--- config.mk ---
export PLATFORM = sky130hd
export DESIGN_NAME = store_buffer
export DESIGN_NICKNAME = d
export VERILOG_FILES = /design/src/rtl/store_buffer.sv
export SDC_FILE = /design/constraint.sdc
export NUM_CORES = 1
export LEC_CHECK = 0
export CORE_ASPECT_RATIO = 0.75
export CORE_UTILIZATION = 49
export DETAILED_ROUTE_END_ITERATION = 7
export PLACE_DENSITY = 0.76
export SYNTH_ARGS = -nofsm -noshare
export SYNTH_HDL_FRONTEND = slang
export SYNTH_SLANG_ARGS = --single-unit
export TNS_END_PERCENT = 5
--- constraint.sdc ---
create_clock -name Clock -period 9.17 [get_ports Clock]
set_clock_uncertainty 0.1 [all_clocks]
set_input_delay 1.3755 -clock Clock [delete_from_list [all_inputs] [get_ports Clock]]
set_output_delay 1.3755 -clock Clock [all_outputs]
set_load 0.01 [all_outputs]
--- src/rtl/store_buffer.sv ---
// rtl/store_buffer.sv - posted-write store buffer with in-order drain and load forwarding
module store_buffer #(
   parameter int DEPTH      = 4,
   parameter int ADDR_WIDTH = 16,
   parameter int DATA_WIDTH = 16
) (
   input  logic                     Clock,
   input  logic                     Reset,
   input  logic                     In_Valid,
   output logic                     In_Ready,
   input  logic [ADDR_WIDTH-1:0]    In_Address,
   input  logic [DATA_WIDTH-1:0]    In_Data,
   input  logic                     Drain_Enable,
   output logic                     Write_Enable,
   output logic [ADDR_WIDTH-1:0]    Write_Address,
   output logic [DATA_WIDTH-1:0]    Write_Data,
   input  logic [ADDR_WIDTH-1:0]    Lookup_Address,
   output logic [ADDR_WIDTH-1:0]    Read_Address,
   input  logic [DATA_WIDTH-1:0]    Mem_Read_Data,
   output logic [DATA_WIDTH-1:0]    Lookup_Data,
   output logic                     Lookup_Hit,
   output logic [$clog2(DEPTH):0]   Count,
   output logic                     Empty,
   output logic                     Full
);

   localparam int IDX_W = $clog2(DEPTH);
   localparam int PTR_W = IDX_W + 1;

   // pointers carry one extra wrap bit so full and empty are distinguishable
   logic [PTR_W-1:0]      head_q, head_d;
   logic [PTR_W-1:0]      tail_q, tail_d;
   logic [ADDR_WIDTH-1:0] addr_q [DEPTH];
   logic [ADDR_WIDTH-1:0] addr_d [DEPTH];
   logic [DATA_WIDTH-1:0] data_q [DEPTH];
   logic [DATA_WIDTH-1:0] data_d [DEPTH];

   logic [PTR_W-1:0]      count_w;
   logic                  empty_w;
   logic                  full_w;
   logic                  push_w;
   logic                  pop_w;
   logic                  hit_w;
   logic [DATA_WIDTH-1:0] fwd_data_w;
   logic [IDX_W-1:0]      scan_idx;

   assign count_w = tail_q - head_q;
   assign empty_w = (head_q == tail_q);
   assign full_w  = (head_q[IDX_W-1:0] == tail_q[IDX_W-1:0]) &&
                    (head_q[IDX_W] != tail_q[IDX_W]);

   // ready depends only on stored occupancy; held low while reset is asserted
   assign In_Ready = Reset && !full_w;
   assign push_w   = In_Valid && In_Ready;
   assign pop_w    = Drain_Enable && !empty_w;

   assign Write_Enable  = pop_w;
   assign Write_Address = pop_w ? addr_q[head_q[IDX_W-1:0]] : '0;
   assign Write_Data    = pop_w ? data_q[head_q[IDX_W-1:0]] : '0;

   assign Read_Address = Lookup_Address;
   assign Count        = count_w;
   assign Empty        = empty_w;
   assign Full         = full_w;

   // next-state: advance pointers on accept/retire and write the tail entry
   always_comb begin
      head_d = head_q + PTR_W'(pop_w);
      tail_d = tail_q + PTR_W'(push_w);
      for (int i = 0; i < DEPTH; i++) begin
         addr_d[i] = addr_q[i];
         data_d[i] = data_q[i];
      end
      if (push_w) begin
         addr_d[tail_q[IDX_W-1:0]] = In_Address;
         data_d[tail_q[IDX_W-1:0]] = In_Data;
      end
   end

   // state registers; reset discards every queued store
   always_ff @(posedge Clock or negedge Reset) begin
      if (!Reset) begin
         head_q <= '0;
         tail_q <= '0;
         for (int i = 0; i < DEPTH; i++) begin
            addr_q[i] <= '0;
            data_q[i] <= '0;
         end
      end else begin
         head_q <= head_d;
         tail_q <= tail_d;
         for (int i = 0; i < DEPTH; i++) begin
            addr_q[i] <= addr_d[i];
            data_q[i] <= data_d[i];
         end
      end
   end

   // forwarding: scan oldest to youngest so the youngest match wins; the
   // head being drained still counts since memory has not been written yet
   always_comb begin
      hit_w      = 1'b0;
      fwd_data_w = '0;
      scan_idx   = '0;
      for (int k = 0; k < DEPTH; k++) begin
         scan_idx = head_q[IDX_W-1:0] + IDX_W'(k);
         if ((PTR_W'(k) < count_w) && (addr_q[scan_idx] == Lookup_Address)) begin
            hit_w      = 1'b1;
            fwd_data_w = data_q[scan_idx];
         end
      end
   end

   assign Lookup_Hit  = hit_w;
   assign Lookup_Data = hit_w ? fwd_data_w : Mem_Read_Data;

endmodule
# Word-level counts from Yosys, hierarchy flattened
# Cells that the tools add are included.
# classes
n_addsub,6
n_lt_le_gt_ge,10
n_eq_ne,7
n_mux,39
n_bitwise,5
reduce_logical,11
# op_table
cell,count
16-bit two-way mux,24
16-bit binary-select mux with 2-bit select,8
64-bit bitwise mux,2
16-bit equality test,4
16-bit demux with 2-bit select,1
"3-bit greater-or-equal comparator, second input constant",5
2-bit inverter with 3-bit output,5
1-bit logical AND,9
3-bit by 1-bit adder with 3-bit output,2
"1-bit by 3-bit less-than comparator with 1-bit output, first input constant",2
"2-bit by 3-bit less-than comparator with 1-bit output, first input constant",2
"2-bit adder, second input constant",2
1-bit two-way mux,4
3-bit equality test,1
"3-bit by 1-bit less-than comparator with 1-bit output, second input constant",1
3-bit subtractor,1
"2-bit by 1-bit adder with 2-bit output, second input constant",1
2-bit equality test,1
1-bit logical NOT,2
1-bit != test,1
# word_totals
reg_bits,134
out_inout_bits,72

# Logic depth before layout (Yosys ltp)
# Gate-level depths: netlist of run 1.
# depth
word_depth,11
ltp_mapped,17
depth_no_buf,10

# Least setup slack after synthesis of run 1
# Ideal clock, no wire load.
# synth_timing
kind,input port to output port
start,input port Lookup_Address[7]
end,output port Lookup_Data[10]
t_arrival_ns,3.685
path_slack_ns,4.009
cell_stages,10
n_path_buf,3
cell_sequence,buf_1 a2bb2oi_1 a21oi_1 or4_1 nor4_2 or4_1 clkbuf_1 buf_2 nor2_1 a31oi_1
# synth_between
elab_chain_cells,7
# synth_rtl
item,line,text
"start, declared",17,"input logic [ADDR_WIDTH-1:0] Lookup_Address,"
16-bit equality test,107,if ((PTR_W'(k) < count_w) && (addr_q[scan_idx] == Lookup_Address)) begin
1-bit logical AND,107,
16-bit two-way mux or 1-bit two-way mux (tied branches) (4 in series),107,
16-bit two-way mux (*),115,assign Lookup_Data = hit_w ? fwd_data_w : Mem_Read_Data;
"end, declared",20,"output logic [DATA_WIDTH-1:0] Lookup_Data,"
# Mark *: on every way between the ends. The rest lies on a longest branch, timed or not.

# Worst setup path in the final report of run 1
# layout_timing
start,register head_q[1]
end,output port Lookup_Data[9]
# layout_between
elab_chain_cells,11
# layout_rtl
item,line,text
"start, declared",31,"logic [PTR_W-1:0] head_q, head_d;"
"start signal, assigned",83,head_q <= '0;
"start signal, assigned",90,head_q <= head_d;
2-bit by 1-bit adder with 2-bit output or 2-bit inverter with 3-bit output (tied branches),"106, 107, 109",
2-bit inverter with 3-bit output (implied by the code) or 16-bit binary-select mux with 2-bit select (tied branches),"107, 109",
16-bit binary-select mux with 2-bit select or 16-bit two-way mux (tied branches),107,
16-bit two-way mux (implied by the code),107,
16-bit two-way mux (implied by the code) or 16-bit equality test (tied branches),107,
16-bit equality test or 1-bit logical AND (tied branches),107,
1-bit logical AND (tied with other cells),107,
16-bit two-way mux or 1-bit two-way mux (tied branches) (3 in series),107,
16-bit two-way mux (*),115,
# Mark *: on every way between the ends. The rest lies on a longest branch, timed or not. The select of a mux whose other input is x is not followed.

==> impl_metrics.py, run 1 <==
metrics = {
    "floorplanning": {
        "row_count": 44,
        "core_um2": 19500,
        "initial_core_util": 0.504,
        "die_w_um": 166,
        "die_area_um2": 20700,
        "ios": 140,
        "die_h_um": 125,
    },
    "routing": {
        "drtPass1Iterations": 8,
        "drt-total-wl_mm": 25.3,
        "drt_iter0_drc": 650,
        "wl_per_cell_um": 19.9,
        "via_count": 7643,
        "ant_nets": 0,
        "route.detailed.drc": 4,
        "viasPerCell": 6.01,
    },
    "finish": {
        "synthToLayoutAreaGrowth_pct": 19.0,
        "drive_gt1_frac": 0.231,
        "fin_nets": 1081,
        "final_cells": 1272,
        "fin_area_um2": 11700,
        "diodes": 0,
    },
    "clock_tree": {
        "clk_pin_slew_ns": 0.06,
        "postCtsResizedCells": 0,
        "cts_setup_buffers": 0,
        "insertion_delay_ns": 0.41,
        "cts_num_sinks": 134,
        "numCtsBuffers": 17,
        "cts_tree": "built",
        "htreeDepth": 4,
        "clock_path_buffers": 2,
        "cts-root-buf": "clkbuf_16",
        "cts_hold_repair.buffers": 0,
    },
    "timing": {
        "finalSetupTns_ns": 0,
        "tightest_slew_ns": 1.18,
        "slew_headroom": 0.212,
        "period_minus_slack_ns": 7.01,
        "fin_crit_sh": 0.764,
        "setup_ws_ns": 2.16,
        "fmax_mhz": 143,
        "rsz0062_at_grt": "no",
        "finalSetupViolCount": 0,
        "drv_slew": 0,
        "hold_violations": 0,
    },
    "synthesis": {
        "async_flop_share": 1.00,
        "yosys_warnings": 0,
        "seq_area_frac_synth": 0.340,
        "ys_seq_elements": 134,
        "synth_edf_count": 0,
        "synth_area_um2": 9850,
        "synth_nets": 1009,
        "avgSynthCellArea_um2": 10.5,
        "synth_cells": 934,
        "synth-main-ff-cell": "dfrtp_1",
        "synth_cell_type_count": 50,
    },
    "place": {
        "finalWeightedCongestion": 0.963,
        "dp_hpwl_mm": 16.9,
        "placedCellCount": 1240,
        "dp_slack_ns": 2.30,
        "placed_area_um2": 11100,
        "port_buffers": 139,
    },
    "outcome": {
        "violations": "DRC",
        "outcome": "finished with violations",
    },
    "run": {
        "drv_cap": 0,
    },
    "global_route": {
        "antenna_found_initial": 0,
        "grt_util_all_layers": 0.249,
        "grt_pass1_vias": 7273,
        "grt_first_pass_wirelength_mm": 40.5,
        "overflow": 0,
        "grt_max_degree": 69,
    },
    "worst_setup_path": {
        "cp-end-kind": "primary output",
        "crit_arrival_ns": 5.53,
        "start_kind": "flop",
        "critPathKind": "reg2out",
        "required_ns": 7.69,
        "crit_fanout": 63,
    },
    "min_path": {
        "hp-class": "reg2reg",
    },
    "power": {
        "vdd_ir_drop_max_v": 0.000230,
        "finalPower_uw": 4490,
        "leakage_uw": 0.00483,
        "powerDensity_nw_per_um2": 383,
    },
}
==> kinds of logic (layout without fill, tap and decap cells) <==
kind of cell | count (synthesis) | count (layout) | synth area share
DFF | 134 | 134 | 0.340
and+or+nand+nor | 220 | 220 | 0.108
buffers and inverters | 107 | 192 | 0.0582
xor gates and xnor gates | 71 | 71 | 0.0631
adders and majority gates | 7 | 7 | 0.00965
muxes | 288 | 288 | 0.345
AOI/OAI and AO/OA | 107 | 107 | 0.0758
==> registers in the layout, indices dropped and copies added, names as in the netlist <==
| signal | flops |
|---|---|
| data_q | 64 |
| addr_q | 64 |
| tail_q | 3 |
| head_q | 3 |
==> worst paths after layout <==
| kind | startpoint | endpoint | slack (ns) | depth (start not counted) |
|---|---|---|---|---|
| setup / recovery | head_q[1] | Lookup_Data[9] | 2.16 | 11 |
| hold / removal | head_q[2] | head_q[2] | 0.39 | 1 |
| max in group asynchronous | Reset | data_q[16] | 6.64 | 3 |
| min in group asynchronous | Reset | addr_q[10] | 0.79 | 1 |
| hold reg to reg | head_q[2] | head_q[2] | 0.39 | 1 |
| setup reg to reg | head_q[1] | addr_q[17] | 5.68 | 6 |
==> power breakdown <==
group | switching (uW) | total [uW] | internal, uW
sequential | 382 | 1280 | 894
combinational | 1210 | 2520 | 1310
clock | 277 | 686 | 410
==> routing by layer <==
| layer | up-vias | global-route usage | wire length, um |
|---|---|---|---|
| li1 | 3523 | - | - |
| met1 | 3844 | 0.364 | 12200 |
| met2 | 252 | 0.386 | 11400 |
| met3 | 24 | 0.0375 | 1350 |
| met4 | 0 | 0.0665 | 307 |
| met5 | - | 0 | 0 |
==> synth_stat cells (2+ instances only) <==
library cell / count / area, um^2
a2111oi_0: 2 / 17.5
a21oi_1: 19 / 95.1
a221oi_1: 4 / 35.0
a311o_1: 16 / 160
a31oi_1: 16 / 100
and2_1: 13 / 81.3
and3_1: 7 / 43.8
buf_1: 19 / 71.3
buf_2: 16 / 80.1
buf_4: 23 / 173
buf_6: 5 / 56.3
clkbuf_1: 32 / 120
dfrtp_1: 134 / 3350
ha_1: 6 / 75.1
inv_1: 9 / 33.8
mux2_2: 153 / 1720
mux2i_1: 108 / 1080
mux4_2: 26 / 586
nand2_1: 100 / 375
nand2b_1: 2 / 12.5
nand3_1: 18 / 90.1
nand4_1: 2 / 12.5
nor2_1: 42 / 158
nor2b_1: 2 / 12.5
nor3_1: 4 / 20.0
nor4_1: 5 / 31.3
nor4_2: 2 / 25.0
o2111ai_1: 6 / 52.6
o211ai_1: 15 / 113
o21ai_0: 20 / 100
o22ai_1: 2 / 12.5
o311ai_0: 2 / 17.5
or3b_1: 15 / 131
or4_1: 4 / 30.0
xnor2_1: 40 / 350
xor2_1: 31 / 272
==> critical path: stages (launching register included) <==
cell,delay [ns]
dfrtp_4,1.06
buf_4,0.39
mux2i_1,0.30
mux2i_1,0.15
xnor2_1,0.19
or4_1,0.58
nor4_4,0.28
buf_4,0.40
or4_1,0.87
nor2_1,0.09
a31oi_1,0.20
clkdlybuf4s50_1,0.56
==> final cells by class <==
class | instances | area, um^2
Fill cell | 1594 | 7820
Multi-Input combinational cell | 693 | 5950
Sequential cell | 134 | 3360
Timing Repair Buffer | 150 | 1480
Clock buffer | 18 | 439
Tap cell | 253 | 317
Clock inverter | 14 | 149
Inverter | 10 | 37.5
==> cell usage in the layout, fill, tap and decap left out, types with 3 or more instances in the layout <==
cell	count
a21oi_1	19
a221oi_1	4
a311o_1	16
a31oi_1	16
and2_1	13
and3_1	5
buf_4	11
clkbuf_16	17
clkdlybuf4s50_1	138
clkinv_2	3
clkinvlp_4	4
dfrtp_1	132
ha_1	6
inv_1	9
inv_6	4
mux2_2	153
mux2i_1	108
mux4_2	26
nand2_1	100
nand3_1	17
nor2_1	41
nor3_1	4
nor4_1	5
o2111ai_1	6
o211ai_1	15
o21ai_0	20
or3b_1	15
or4_1	4
xnor2_1	40
xor2_1	31
==> metrics by stage <==
step / hold slack [ns] / utilization
2_1_floorplan: 0.362 / -
3_3_place_gp: 0.375 / 0.570
3_5_place_dp: 0.379 / 0.570
4_1_cts: 0.391 / 0.600
5_1_grt: 0.415 / 0.600
6_report: 0.390 / 0.600
Power figures use the tool's default switching activity.
==> run 2, diff against run 1 <==
==> constraint.sdc (replaced) <==
create_clock -name Clock -period 6.8 [get_ports Clock]
set_clock_uncertainty 0.1 [all_clocks]
set_input_delay 1.02 -clock Clock [delete_from_list [all_inputs] [get_ports Clock]]
set_output_delay 1.02 -clock Clock [all_outputs]
set_load 0.01 [all_outputs]
==> run 2 against run 1 <==
  * The run still ends with DRC left
  * Combinational power rose by 36%
  * Clock power up 32%
  * Worst setup slack lost 1.5 ns
  * Critical path type unchanged
==> impl_metrics.py, run 2 (same netlist as run 1, synthesis figures left out) <==
metrics = {
    "min_path": {
        "hp-class": "reg2reg",
        "holdPathStages": 1,
    },
    "worst_setup_path": {
        "critPathTopFamily": "simple AND/OR/NAND/NOR gates",
        "required_ns": 5.68,
        "slowest_stage": "or4_1",
        "crit_fanout": 62,
        "critPathKind": "reg2out",
        "cp_cell_sequence": "mux4_2 > xnor2_1 > o2111ai_1 > or4_1 > a311o_1 > a31oi_1 > clkdlybuf4s50_1",
        "reg2reg_depth": 6,
        "cp-end-kind": "primary output",
        "crit_arrival_ns": 5.00,
        "start_kind": "flop",
        "crit_buf_inv": 1,
        "max_stage_delay_ns": 1.09,
        "cp.depth": 7,
    },
    "timing": {
        "drv_slew": 0,
        "fin_crit_sh": 0.900,
        "finalSetupTns_ns": 0,
        "tightest_slew_ns": 1.22,
        "hold_violations": 0,
        "slew_headroom": 0.186,
        "period_minus_slack_ns": 6.12,
        "fmax_mhz": 163,
        "rsz0062_at_grt": "no",
        "finalSetupViolCount": 0,
    },
    "floorplanning": {
        "die_h_um": 125,
        "ios": 140,
        "die_w_um": 166,
        "initial_core_util": 0.504,
        "die_area_um2": 20700,
        "row_count": 44,
        "core_um2": 19500,
    },
    "finish": {
        "diodes": 0,
        "top_regs": "addr_q (64), data_q (64)",
        "synthToLayoutAreaGrowth_pct": 18.9,
        "fin_nets": 1082,
        "final_common_cell": "mux2_2",
        "post-route-util": 0.600,
        "fin_area_um2": 11700,
        "final_cell_mix": "mux2_2 (153), clkdlybuf4s50_1 (138), dfrtp_1 (132)",
        "drive_gt1_frac": 0.231,
    },
    "place": {
        "finalWeightedCongestion": 0.951,
        "placed_area_um2": 11100,
        "port_buffers": 139,
        "dp_hpwl_mm": 17.3,
    },
    "routing": {
        "drtPass1Iterations": 8,
        "viasPerCell": 6.00,
        "drt_iter0_drc": 615,
        "route.detailed.drc": 5,
        "wl_per_cell_um": 19.9,
        "drt-total-wl_mm": 25.3,
        "ant_nets": 0,
        "via_count": 7632,
    },
    "outcome": {
        "outcome": "finished with violations",
        "violations": "DRC",
    },
    "clock_tree": {
        "numCtsBuffers": 17,
        "cts-root-buf": "clkbuf_16",
        "cts_hold_repair.buffers": 0,
        "clock_path_buffers": 2,
        "cts_tree": "built",
        "cts_num_sinks": 134,
        "htreeDepth": 4,
        "postCtsResizedCells": 0,
        "cts_setup_buffers": 0,
        "clk_pin_slew_ns": 0.06,
        "insertion_delay_ns": 0.41,
    },
    "global_route": {
        "antenna_found_initial": 1,
        "grt_pass1_vias": 7489,
        "grt_util_all_layers": 0.253,
        "grt_first_pass_wirelength_mm": 41.2,
        "overflow": 0,
        "grt_max_degree": 89,
    },
    "power": {
        "vdd_ir_drop_max_v": 0.000232,
        "leakage_uw": 0.00484,
        "powerDensity_nw_per_um2": 516,
    },
    "run": {
        "drv_cap": 0,
    },
}
==> run 2: changes by cell type in the layout (fill, tap and decap cells not counted), sizes merged <==
| cell | delta |
|---|---|
| clkinv | +2 |
| clkbuf | -1 |
| buf | +1 |
| clkinvlp | -2 |
==> run 2: stage by stage <==
stage / worst slack, ns / std cells / hold WS, ns / total power [uW]
final: 0.679 / 1272 / 0.393 / 6040
after global routing: 0.472 / 1272 / 0.425 / 6450
after CTS: 0.672 / 1272 / 0.391 / 6030
after detailed placement: 0.866 / 1241 / 0.384 / 5100
after global placement: 0.963 / 1241 / 0.378 / 5010
after floorplan: 2.35 / 934 / 0.362 / 4120
==> run 2: metal layers <==
| metal | part of all wire | global-route usage | vias up |
|---|---|---|---|
| met5 | 0.00067 | 0 | - |
| met1 | 0.46 | 0.354 | 3789 |
| met2 | 0.45 | 0.388 | 270 |
| met3 | 0.064 | 0.0588 | 49 |
| met4 | 0.021 | 0.0759 | 2 |
| li1 | - | - | 3522 |
==> run 2: worst paths after layout <==
| path | from | endpoint | slack [ns] |
|---|---|---|---|
| max | head_q[0] | Lookup_Data[9] | 0.68 |
| min reg2reg | head_q[2] | head_q[2] | 0.39 |
| min | head_q[2] | head_q[2] | 0.39 |
| max in group asynchronous | Reset | head_q[1] | 4.83 |
| max reg2reg | head_q[1] | data_q[60] | 3.36 |
| min in group asynchronous | Reset | addr_q[27] | 0.56 |
==> run 2: report_power, final <==
group / internal [uW] / switching [uW]
Clock: 541 / 364
Combinational: 1770 / 1650
Sequential: 1210 / 513
Total: 3520 / 2520
==> run 2: cell type report <==
class                      count  area, um^2
fill                        1578        7820
multi-input combinational    693        5950
sequential                   134        3360
timing repair buffer         151        1480
clock buffer                  17         425
tap                          253         317
clock inverter                14         151
inverter                      10        37.5
==> run 3, diff against run 2 <==
==> constraint.sdc (replaced) <==
create_clock -name Clock -period 7 [get_ports Clock]
set_clock_uncertainty 0.1 [all_clocks]
set_input_delay 1.05 -clock Clock [delete_from_list [all_inputs] [get_ports Clock]]
set_output_delay 1.05 -clock Clock [all_outputs]
set_load 0.01 [all_outputs]
==> run 3 against run 2 <==
  * The flow still finishes with violations (DRC)
  * Sequential share of layout area shrank 0.27 points
  * Via count up 1.1%
  * Hold slack got worse by 0.0070 ns
  * Core utilization up 0.56 points
  * Highest routed layer unchanged
==> impl_metrics.py, run 3 (same netlist as run 1, synthesis figures left out) <==
metrics = {
    "outcome": {
        "outcome": "finished with violations",
        "violations": "DRC",
    },
    "worst_setup_path": {
        "start_kind": "flop",
        "cp-end-kind": "primary output",
        "crit_arrival_ns": 5.07,
        "rrSetupSlack_ns": 3.49,
        "crit_fanout": 62,
        "required_ns": 5.85,
        "critPathKind": "reg2out",
    },
    "timing": {
        "rsz0062_at_grt": "no",
        "tightest_slew_ns": 1.15,
        "period_minus_slack_ns": 6.22,
        "finalSetupViolCount": 0,
        "drv_slew": 0,
        "fin_crit_sh": 0.889,
        "finalSetupTns_ns": 0,
        "slew_headroom": 0.233,
        "hold_violations": 0,
        "fmax_mhz": 161,
        "whs_ns": 0.386,
    },
    "clock_tree": {
        "cts_num_sinks": 134,
        "insertion_delay_ns": 0.41,
        "clock_path_buffers": 2,
        "clk_pin_slew_ns": 0.05,
        "postCtsResizedCells": 0,
        "cts_setup_buffers": 0,
        "cts_hold_repair.buffers": 0,
        "cts_tree": "built",
        "numCtsBuffers": 17,
        "htreeDepth": 4,
        "cts-root-buf": "clkbuf_16",
    },
    "floorplanning": {
        "core_um2": 19500,
        "die_h_um": 125,
        "die_area_um2": 20700,
        "ios": 140,
        "initial_core_util": 0.504,
        "row_count": 44,
        "die_w_um": 166,
    },
    "finish": {
        "final_cell_mix": "mux2_2 (153), clkdlybuf4s50_1 (138), dfrtp_1 (132)",
        "top_regs": "addr_q (64), data_q (64)",
        "fin_nets": 1085,
        "final_common_cell": "mux2_2",
        "post-route-util": 0.605,
        "drive_gt1_frac": 0.234,
        "diodes": 0,
        "synthToLayoutAreaGrowth_pct": 20.1,
    },
    "routing": {
        "wl_per_cell_um": 20.0,
        "drt_iter0_drc": 677,
        "via_count": 7713,
        "wl_met3_mm": 1.57,
        "drt-total-wl_mm": 25.5,
        "wl_met2_mm": 11.6,
        "wl_met1_mm": 11.9,
        "ant_nets": 0,
        "drtPass1Iterations": 8,
        "viasPerCell": 6.04,
        "route.detailed.drc": 4,
        "highest_layer": "met5",
    },
    "global_route": {
        "antenna_found_initial": 1,
        "grt_util_all_layers": 0.252,
        "grt_max_degree": 72,
        "grt_pass1_vias": 7435,
        "grt_first_pass_wirelength_mm": 40.8,
        "overflow": 0,
    },
    "power": {
        "p_comb_frac": 0.557,
        "powerDensity_nw_per_um2": 508,
        "clockPowerShare": 0.167,
        "pwr-share-seq": 0.276,
        "p_switching_uw": 2450,
        "p_sw_frac": 0.407,
        "vdd_ir_drop_max_v": 0.000253,
        "p_int_uw": 3560,
        "leakage_uw": 0.00489,
    },
    "min_path": {
        "hp-class": "reg2reg",
    },
    "place": {
        "finalWeightedCongestion": 0.951,
        "dp_hpwl_mm": 17.3,
        "port_buffers": 139,
    },
    "run": {
        "drv_cap": 0,
    },
}
## run 3: cell types whose count changed in the layout (fill, tap and decap cells not counted)
cell / previous run / this run
buf_4: 12 / 15
bufinv_16: 2 / 5
clkbuf_8: 0 / 3
clkinv_4: 3 / 1
inv_6: 4 / 1
## run 3: path summary, 6_finish.rpt
kind / start / to / cells after the start
worst max-delay path: head_q[0] / Lookup_Data[8] / 9
worst min-delay path: tail_q[2] / tail_q[2] / 1
worst max register to register: head_q[0] / data_q[5] / 6
worst min register to register: tail_q[2] / tail_q[2] / 1
max in group asynchronous: Reset / addr_q[28] / 2
min in group asynchronous: Reset / addr_q[26] / 1
## run 3: area by class of cell
| class | instances | area, um^2 |
|---|---|---|
| fill | 1622 | 7710 |
| multi-input combinational | 693 | 5950 |
| sequential | 134 | 3360 |
| timing repair buffer | 154 | 1510 |
| clock buffer | 20 | 467 |
| tap | 253 | 317 |
| clock inverter | 12 | 198 |
| inverter | 10 | 37.5 |
## run 3: power groups by stage
| stage | sequential [uW] | clock (uW) | combinational, uW |
|---|---|---|---|
| 3_3_place_gp | 1630 | 0 | 3250 |
| 5_1_grt | 1730 | 1060 | 3610 |
| 4_1_cts | 1650 | 1020 | 3330 |
| 2_1_floorplan | 1410 | 0 | 2590 |
| 6_report | 1660 | 1000 | 3350 |
| 3_5_place_dp | 1660 | 0 | 3300 |
## run 3: critical path, stage by stage (launching register included)
cell,delay (ns)
dfrtp_4,1.00
mux4_2,0.65
xor2_1,0.18
nor4_1,0.36
o2111ai_1,0.23
nor3_4,0.62
or3b_1,0.44
a311o_1,0.37
a31oi_1,0.19
clkdlybuf4s50_1,0.57
## run 3: metal layers
metal  GRT usage  vias to the layer above
met5           0                        -
met4      0.0737                        2
met3      0.0543                       35
met2       0.383                      266
met1       0.360                     3882
li1            -                     3528
## run 3: through the flow
step | cell area, um^2 | setup WS (ns) | total power [uW] | std cells
final | 11800 | 0.777 | 6010 | 1276
after global routing | 11800 | 0.502 | 6390 | 1276
after CTS | 11800 | 0.805 | 6000 | 1276
after detailed placement | 11200 | 1.06 | 4950 | 1244
after global placement | 11200 | 1.12 | 4880 | 1244
after floorplan | 9850 | 2.49 | 4000 | 934
